<file path="src/rtl/runner_session_monitor.sv">
// runner_session_monitor
//   Tracks one running session: session FSM (IDLE/RUN/PAUSE/DONE), saturating
//   step/distance/calorie/time accumulators, peak and moving-average heart
//   rate, per-sample heart-rate class, and a latched emergency alarm.
// Ports
//   clk, rst                 clock, synchronous active-high reset
//   start, pause, stop       session commands (stop > pause > start)
//   sample_valid/ready       sample handshake, ready only while RUN
//   hr_in, steps_in, stride_in  per-sample heart rate, steps, stride
//   alarm_ack                clears alarm unless the last sample was emergency
//   state                    session state
//   total_steps/distance/calories, time_elapsed  saturating accumulators
//   max_hr, avg_hr, avg_valid, hr_class, intensity  heart-rate outputs
//   alarm, sat               latched emergency, sticky saturation flag
module runner_session_monitor #(
   parameter int HR_W       = 8,
   parameter int ACC_W      = 32,
   parameter int LOG2_WIN   = 2,
   parameter int WARN_HR    = 150,
   parameter int EMERG_HR   = 180,
   parameter int CAL_FACTOR = 50,
   parameter int ALARM_CNT  = 3
) (
   input  logic              clk,
   input  logic              rst,
   input  logic              start,
   input  logic              pause,
   input  logic              stop,
   input  logic              sample_valid,
   output logic              sample_ready,
   input  logic [HR_W-1:0]   hr_in,
   input  logic [1:0]        steps_in,
   input  logic [7:0]        stride_in,
   input  logic              alarm_ack,
   output logic [1:0]        state,
   output logic [15:0]       total_steps,
   output logic [ACC_W-1:0]  total_distance,
   output logic [ACC_W-1:0]  total_calories,
   output logic [15:0]       time_elapsed,
   output logic [HR_W-1:0]   max_hr,
   output logic [HR_W-1:0]   avg_hr,
   output logic              avg_valid,
   output logic [1:0]        hr_class,
   output logic [1:0]        intensity,
   output logic              alarm,
   output logic              sat
);

   localparam int WIN   = 1 << LOG2_WIN;
   localparam int SW    = HR_W + LOG2_WIN;
   localparam int CNT_W = $clog2(ALARM_CNT + 1);
   // wide enough for ACC_W + 10-bit distance * 32-bit factor without wrap
   localparam int CW    = ACC_W + 43;
   localparam int DW    = ACC_W + 11;

   localparam logic [HR_W-1:0]     WARN_V  = HR_W'(WARN_HR);
   localparam logic [HR_W-1:0]     EMERG_V = HR_W'(EMERG_HR);
   localparam logic [HR_W-1:0]     INT_LO  = HR_W'(120);
   localparam logic [HR_W-1:0]     INT_HI  = HR_W'(160);
   localparam logic [CNT_W-1:0]    CNT_MAX = CNT_W'(ALARM_CNT);
   localparam logic [LOG2_WIN:0]   WIN_V   = (LOG2_WIN + 1)'(WIN);

   typedef enum logic [1:0] {
      S_IDLE  = 2'b00,
      S_RUN   = 2'b01,
      S_PAUSE = 2'b10,
      S_DONE  = 2'b11
   } state_t;

   state_t               state_q, state_d;
   logic [15:0]          steps_q, steps_d;
   logic [ACC_W-1:0]     dist_q, dist_d;
   logic [ACC_W-1:0]     cal_q, cal_d;
   logic [15:0]          time_q, time_d;
   logic [HR_W-1:0]      max_q, max_d;
   logic [HR_W-1:0]      win_q [WIN];
   logic [HR_W-1:0]      win_d [WIN];
   logic [LOG2_WIN-1:0]  wptr_q, wptr_d;
   logic [LOG2_WIN:0]    fill_q, fill_d;
   logic [SW-1:0]        sum_q, sum_d;
   logic [1:0]           cls_q, cls_d;
   logic [CNT_W-1:0]     cnt_q, cnt_d;
   logic                 alarm_q, alarm_d;
   logic                 sat_q, sat_d;

   logic                 accept, clr, emerg;
   logic [9:0]           d;
   logic [16:0]          steps_sum, time_sum;
   logic [DW-1:0]        dist_sum;
   logic [CW-1:0]        cal_sum;
   logic                 steps_ovf, time_ovf, dist_ovf, cal_ovf;

   assign accept    = sample_valid && (state_q == S_RUN);
   // A fresh session starts whenever RUN is entered from IDLE or DONE
   assign clr       = start && ((state_q == S_IDLE) || (state_q == S_DONE));
   assign emerg     = hr_in > EMERG_V;

   assign d         = 10'(steps_in) * 10'(stride_in);
   assign steps_sum = {1'b0, steps_q} + 17'(steps_in);
   assign time_sum  = {1'b0, time_q} + 17'd1;
   assign dist_sum  = DW'(dist_q) + DW'(d);
   assign cal_sum   = CW'(cal_q) + CW'(d) * CW'($unsigned(CAL_FACTOR));
   assign steps_ovf = steps_sum[16];
   assign time_ovf  = time_sum[16];
   assign dist_ovf  = |dist_sum[DW-1:ACC_W];
   assign cal_ovf   = |cal_sum[CW-1:ACC_W];

   always_comb begin
      state_d = state_q;
      steps_d = steps_q;
      dist_d  = dist_q;
      cal_d   = cal_q;
      time_d  = time_q;
      max_d   = max_q;
      win_d   = win_q;
      wptr_d  = wptr_q;
      fill_d  = fill_q;
      sum_d   = sum_q;
      cls_d   = cls_q;
      cnt_d   = cnt_q;
      alarm_d = alarm_q;
      sat_d   = sat_q;

      case (state_q)
         S_IDLE:  if (start) state_d = S_RUN;
         S_RUN:   if (stop) state_d = S_DONE;
                  else if (pause) state_d = S_PAUSE;
         S_PAUSE: if (stop) state_d = S_DONE;
                  else if (start) state_d = S_RUN;
         S_DONE:  if (start) state_d = S_RUN;
         default: state_d = S_IDLE;
      endcase

      // ack only counts once the latest sample is out of the emergency band
      if (alarm_ack && (cls_q != 2'b10)) alarm_d = 1'b0;

      if (accept) begin
         steps_d = steps_ovf ? '1 : steps_sum[15:0];
         time_d  = time_ovf  ? '1 : time_sum[15:0];
         dist_d  = dist_ovf  ? '1 : dist_sum[ACC_W-1:0];
         cal_d   = cal_ovf   ? '1 : cal_sum[ACC_W-1:0];
         if (steps_ovf || time_ovf || dist_ovf || cal_ovf) sat_d = 1'b1;

         if (hr_in > max_q) max_d = hr_in;

         // Window slots start at zero, so subtracting the oldest slot is
         // correct while the window is still filling.
         sum_d         = sum_q - SW'(win_q[wptr_q]) + SW'(hr_in);
         win_d[wptr_q] = hr_in;
         wptr_d        = wptr_q + 1'b1;
         if (fill_q != WIN_V) fill_d = fill_q + 1'b1;

         if (hr_in <= WARN_V)       cls_d = 2'b00;
         else if (hr_in <= EMERG_V) cls_d = 2'b01;
         else                       cls_d = 2'b10;

         if (emerg) cnt_d = (cnt_q == CNT_MAX) ? cnt_q : cnt_q + 1'b1;
         else       cnt_d = '0;

         // set overrides a same-cycle ack
         if (emerg && (cnt_d == CNT_MAX)) alarm_d = 1'b1;
      end

      if (clr) begin
         steps_d = '0;
         dist_d  = '0;
         cal_d   = '0;
         time_d  = '0;
         max_d   = '0;
         for (int i = 0; i < WIN; i++) win_d[i] = '0;
         wptr_d  = '0;
         fill_d  = '0;
         sum_d   = '0;
         cnt_d   = '0;
         alarm_d = 1'b0;
         sat_d   = 1'b0;
      end
   end

   always_ff @(posedge clk) begin
      if (rst) begin
         state_q <= S_IDLE;
         steps_q <= '0;
         dist_q  <= '0;
         cal_q   <= '0;
         time_q  <= '0;
         max_q   <= '0;
         for (int i = 0; i < WIN; i++) win_q[i] <= '0;
         wptr_q  <= '0;
         fill_q  <= '0;
         sum_q   <= '0;
         cls_q   <= '0;
         cnt_q   <= '0;
         alarm_q <= 1'b0;
         sat_q   <= 1'b0;
      end else begin
         state_q <= state_d;
         steps_q <= steps_d;
         dist_q  <= dist_d;
         cal_q   <= cal_d;
         time_q  <= time_d;
         max_q   <= max_d;
         win_q   <= win_d;
         wptr_q  <= wptr_d;
         fill_q  <= fill_d;
         sum_q   <= sum_d;
         cls_q   <= cls_d;
         cnt_q   <= cnt_d;
         alarm_q <= alarm_d;
         sat_q   <= sat_d;
      end
   end

   assign sample_ready   = (state_q == S_RUN);
   assign state          = state_q;
   assign total_steps    = steps_q;
   assign total_distance = dist_q;
   assign total_calories = cal_q;
   assign time_elapsed   = time_q;
   assign max_hr         = max_q;
   assign avg_valid      = (fill_q == WIN_V);
   assign avg_hr         = avg_valid ? sum_q[SW-1:LOG2_WIN] : '0;
   assign hr_class       = cls_q;
   assign alarm          = alarm_q;
   assign sat            = sat_q;

   always_comb begin
      intensity = 2'b00;
      if (avg_valid) begin
         if (avg_hr < INT_LO)       intensity = 2'b00;
         else if (avg_hr <= INT_HI) intensity = 2'b01;
         else                       intensity = 2'b10;
      end
   end

endmodule

</file>
<file path="config.mk">
export PLATFORM = sky130hd
export DESIGN_NAME = runner_session_monitor
export DESIGN_NICKNAME = d
export VERILOG_FILES = /design/src/rtl/runner_session_monitor.sv
export SDC_FILE = /design/constraint.sdc
export NUM_CORES = 1
export LEC_CHECK = 0
export CAP_MARGIN = 0
export CORE_MARGIN = 8
export CORE_UTILIZATION = 30
export DETAILED_ROUTE_END_ITERATION = 10
export DONT_BUFFER_PORTS = 1
export PLACE_DENSITY = 0.54
export SLEW_MARGIN = 40
export SYNTH_ARGS = -nofsm -noshare
export SYNTH_HDL_FRONTEND = slang
export SYNTH_SLANG_ARGS = --single-unit
export TNS_END_PERCENT = 30
</file>
<file path="constraint.sdc">
create_clock -name clk -period 8 [get_ports clk]
set_input_delay 1.6 -clock clk [delete_from_list [all_inputs] [get_ports clk]]
set_output_delay 1.6 -clock clk [all_outputs]
set_load 0.05 [all_outputs]
</file>
; ---- After elaboration in Yosys (flattened, before gate mapping)
; Index checks and enable logic that the tools add are counted.
; Widths: inputs -> output; s select.
[totals]
ff_bits = 159
inputBits = 25
word_cells = 90
[op_classes]
n_addsub = 9
multipliers = 2
order_cmp = 8
n_eq_ne = 9
mux = 27
n_bitwise = 1
reduce_logical = 17
[ops]
columns = cell, count
row1 = $mux 32, 2
row2 = $reduce_or 43->1, 1
row3 = $add 32x10->33, 1
row4 = $add 32x16->33, 1
row5 = $bwmux 32, 1
row6 = $mux 16, 2
row7 = $mux 8, 4
row8 = $le 8x8->1 const B, 3
row9 = $mux 2, 12
row10 = $add 16x1->17 const B, 1
row11 = $add 16x2->17, 1
row12 = $bmux 8 s2, 1
row13 = $demux 8 s2, 1
row14 = $mul 10x5->15 const B, 1
row15 = $reduce_or 11->1, 1
row16 = $add 10x8->10, 1
row17 = $mul 2x8->10, 1
row18 = $sub 10x8->10, 1
row19 = $eq 2x2->1 const B, 4
row20 = $gt 8x8->1, 1
row21 = $gt 8x8->1 const B, 1
row22 = $lt 8x7->1 const B, 1
row23 = $ne 3x3->1 const B, 2
row24 = $pmux 2 s3, 1
row25 = other kinds (14), 27

; ---- Logic depth before layout (Yosys ltp)
[logic_depth]
word_depth = 8
ltp_mapped = 29

; ---- Worst setup path after synthesis
; OpenSTA, ideal clock, no wires.
[synth_timing]
path_kind = input to register
startpoint = input stride_in[0]
endpoint = register cal_q[27] (netlist: total_calories[27])
setup_time_ns = 0.091
arrival_ns = 6.830
t_required_ns = 7.909
path_slack_ns = 1.079
cell_stages = 24
path_cell_list = and2_1 -> ha_1 -> fa_1 -> a211oi_4 -> o21ba_2 -> nor2_1 -> ha_1 -> ha_1 -> inv_1 -> fa_1 -> inv_1 -> ha_1 -> a21boi_0 -> o21ai_0 -> nand2_1 -> xor2_1 -> ha_1 -> clkbuf_1 -> o2111ai_1 -> a211oi_1 -> nor3_1 -> nor3_1 -> a41oi_1 -> a311oi_1
[synth_between]
elab_chain_cells = 5
[synth_lines]
columns = item, line_no
row1 = "start, declared", 33  ; input logic [7:0] stride_in,
row2 = $mul 2x8->10 (*), 98  ; assign d = 10'(steps_in) * 10'(stride_in);
row3 = $mul 10x5->15 (*), 102  ; assign cal_sum = CW'(cal_q) + CW'(d) * CW'($unsigned(CAL_FACTOR));
row4 = $add 32x16->33 (*), 102
row5 = $reduce_or 43->1, 106  ; assign cal_ovf = |cal_sum[CW-1:ACC_W];
row6 = $mux 32 (*), 141  ; cal_d = cal_ovf ? '1 : cal_sum[ACC_W-1:0];
row7 = "end signal, assigned", 200  ; cal_q <= cal_d;
row8 = "end, declared", 73  ; logic [ACC_W-1:0] cal_q, cal_d;
; Mark *: on every way between the ends. The rest lies on a longest branch, timed or not.
; A chain may end at the register's enable or synchronous reset.

; ---- Worst setup path in the final report
[layout_timing]
startpoint = input stride_in[0]
endpoint = register cal_q[14] (netlist: total_calories[14])
; The elaborated chain is that of the path after synthesis.

==> results.tsv <==
stage	metric	value	unit
layout	diodes	0	
layout	nNetsFinal	1343	
power_and_ir_drop	power.density	257	nW/µm²
sta	max_slew.worst_pin.slew	0.810	ns
cts	insertion_delay	0.44	ns
cts	cts_resized	0	
sta	fin_crit	7.04	ns
sta	slew_viol_final	0	
synthesis	synth.avg_cell_area	8.27	µm²
worst_setup_path	start_kind	input port	
route	ant_nets	0	
cts	cts_tree	done	
cts	cts_setup_buffers	0	
layout	drive_gt1_frac	0.0640	
worst_setup_path	setup.worst_path.class	input port to flop	
synthesis	ys_seq_area_frac	0.313	
synthesis	synthAdderAreaFrac	0.150	
route	vias	8614	
cts	cts_max_level	4	
synthesis	async_flop_share	0	
synthesis	ys_seq_elements	159	
synthesis	synth_xor_area_frac	0.0628	
placement	dp_hpwl	20700	µm
route	drc	0	
route	wl	28500	µm
synthesis	synthMuxAreaShare	0.0265	
worst_setup_path	crit_required	8.35	ns
worst_setup_path	crit_path_max_fanout	9	
cts	clockBufferDepth	2	
cts	ctsHoldBuffers	0	
route	firstDrtPassIters	5	
sta	holdWs	0.455	ns
sta	fmax	142	MHz
worst_setup_path	critPathArrivalTime	7.39	ns
placement	port_buffers	0	
floorplan	die_y	200	µm
floorplan	start_util	0.304	
synthesis	synth.distinct_cells	70	
floorplan	pin_count	147	
outcome	status	completed	
global_routing	grt_pass1_vias	8298	
power_and_ir_drop	p_leak	4.40	nW
global_routing	grt_max_degree	93	
job	maxCapViolCount	0	
layout	synthToLayoutAreaGrowth	10.5	%
layout	layout_common_cells	dfxtp_1, a21oi_1, nand2_1	
floorplan	fp.dieW	200	µm
sta	finalSetupViolCount	0	
synthesis	synth_compound_area_frac	0.191	
synthesis	yosys.area_share.simple	0.203	
synthesis	syn_inst	1232	
cts	path_clk_slew	0.07	ns
worst_setup_path	critPathCaptureType	flop	
floorplan	die_area	40100	µm²
synthesis	synthFlopType	dfxtp_1	
route	drt-initial-drc-count	299	
sta	setup_tns	0	ns
hold_path	hold_class	flop to flop	
layout	layout_commonest_cell	dfxtp_1	
sta	finalCritPeriodShare	0.880	
synthesis	yosysWarnings	0	
global_routing	grt_overflow	0	
global_routing	antenna_found_initial	0	
synthesis	syn-num-nets	1369	
route	wire_per_inst	17.1	µm
sta	clock_skew	0.0144	ns
synthesis	synth_top_family_by_area	simple AND/OR/NAND/NOR gates	
sta	rsz0062_at_grt	false	
sta	relSlewSlack	0.459	
synthesis	synth-edff-count	0	
cts	cts_made_buffers	17	
cts	cts_sinks	159	
power_and_ir_drop	ir_worst_vdd	217	µV
placement	place.gp.congestion	0.851	
floorplan	num_rows	67	
global_routing	grt_first_pass_wirelength	45800	µm
cts	cts_root_buf	clkbuf_16	
floorplan	fp.coreArea	33400	µm²
global_routing	grt_use_total	0.140	
synthesis	netlist_area	10200	µm²
sta	hold_viol_final	0	
route	vias_per_cell	5.17	
==> per-layer routing <==
layer,vias to the layer above,routed length (µm),track usage
li1,4301,-,-
met1,4079,13100,0.174
met2,214,12700,0.224
met3,20,2400,0.0484
met4,0,337,0.0421
met5,-,0,0
==> power by group <==
group	internal [W]	total, W	leakage (nW)	switching [W]
clock network	0.000486	0.000897	0.316	0.000411
logic	0.000372	0.00100	2.80	0.000628
registers	0.000834	0.000993	1.28	0.000159
total	0.00169	0.00289	4.40	0.00120
==> flip-flops by register name (all words and copies together), names as in the netlist <==
signal,cells
total_calories,32
alarm,1
total_distance,32
sum_q,10
cnt_q,2
total_steps,16
state,2
sat,1
hr_class,2
fill_q,3
win_q,32
wptr_q,2
max_hr,8
time_elapsed,16
==> synth_stat cells, types with 6 or more instances <==
library cell,count,share of area
dfxtp_1,159,0.31
a21oi_1,139,0.068
nand2_1,114,0.042
ha_1,95,0.12
inv_1,87,0.032
nor2_1,81,0.030
nand3_1,62,0.030
o21ai_0,55,0.027
nor3_1,47,0.023
clkbuf_1,40,0.015
xnor2_1,37,0.032
xor2_1,36,0.031
and2_1,26,0.016
and3_1,26,0.016
a21o_1,24,0.018
a31oi_1,20,0.012
fa_1,17,0.033
a211oi_1,16,0.012
nand4_1,15,0.0092
and4_1,9,0.0077
mux2i_1,9,0.0088
nor2b_1,9,0.0055
mux4_2,8,0.018
nand2b_1,8,0.0049
o21a_1,7,0.0052
buf_1,6,0.0022
==> kinds of logic after synthesis <==
group           count (synthesis)
xor+xnor                       73
buf+inv                       139
flops                         159
fa+ha+maj                     112
mux                            17
compound gates                314
simple gates                  418
==> final timing paths <==
check | startpoint | end | slack, ns | depth (start not counted)
worst max-delay path | stride_in[0] | total_calories[14] | 0.96 | 22
worst max register to register | state[0] | total_distance[30] | 4.10 | 7
worst min-delay path | win_q[24] | win_q[24] | 0.46 | 2
worst min register to register | win_q[24] | win_q[24] | 0.46 | 2
==> worst max-delay path, stage by stage <==
cell	delay [ns]
and2_1	0.14
ha_1	0.22
fa_1	0.45
xor2_1	0.42
ha_1	0.31
ha_1	0.31
fa_1	0.46
ha_1	0.34
nor2b_1	0.14
o21ai_0	0.21
a21boi_0	0.15
o21ai_0	0.23
a21oi_1	0.12
o21ai_0	0.24
o311ai_0	0.16
ha_1	0.40
nand4_1	0.14
a21o_1	0.18
o21ai_1	0.34
and2_1	0.44
nor2_1	0.18
a31oi_1	0.19
==> cell type report <==
cell class                 count  area, µm²
clock buffer                  17        425
clock inverter                15        225
fill                        3468      22200
inverter                      87        327
multi-input combinational    934       6470
sequential                   159       3180
tap                          448        561
timing repair buffer           7       56.3
==> per-stage QoR <==
step	worst slack [ns]	instances	util	instance area (µm²)	total power [W]
2_1_floorplan	1.08	1232	-	10200	0.00178
3_3_place_gp	0.669	1635	0.317	10600	0.00200
3_5_place_dp	0.583	1635	0.317	10600	0.00201
4_1_cts	1.02	1667	0.336	11200	0.00292
5_1_grt	0.525	1667	0.336	11300	0.00308
6_report	0.962	1667	0.336	11300	0.00289
Note: power is estimated with default switching activity, not from simulation.
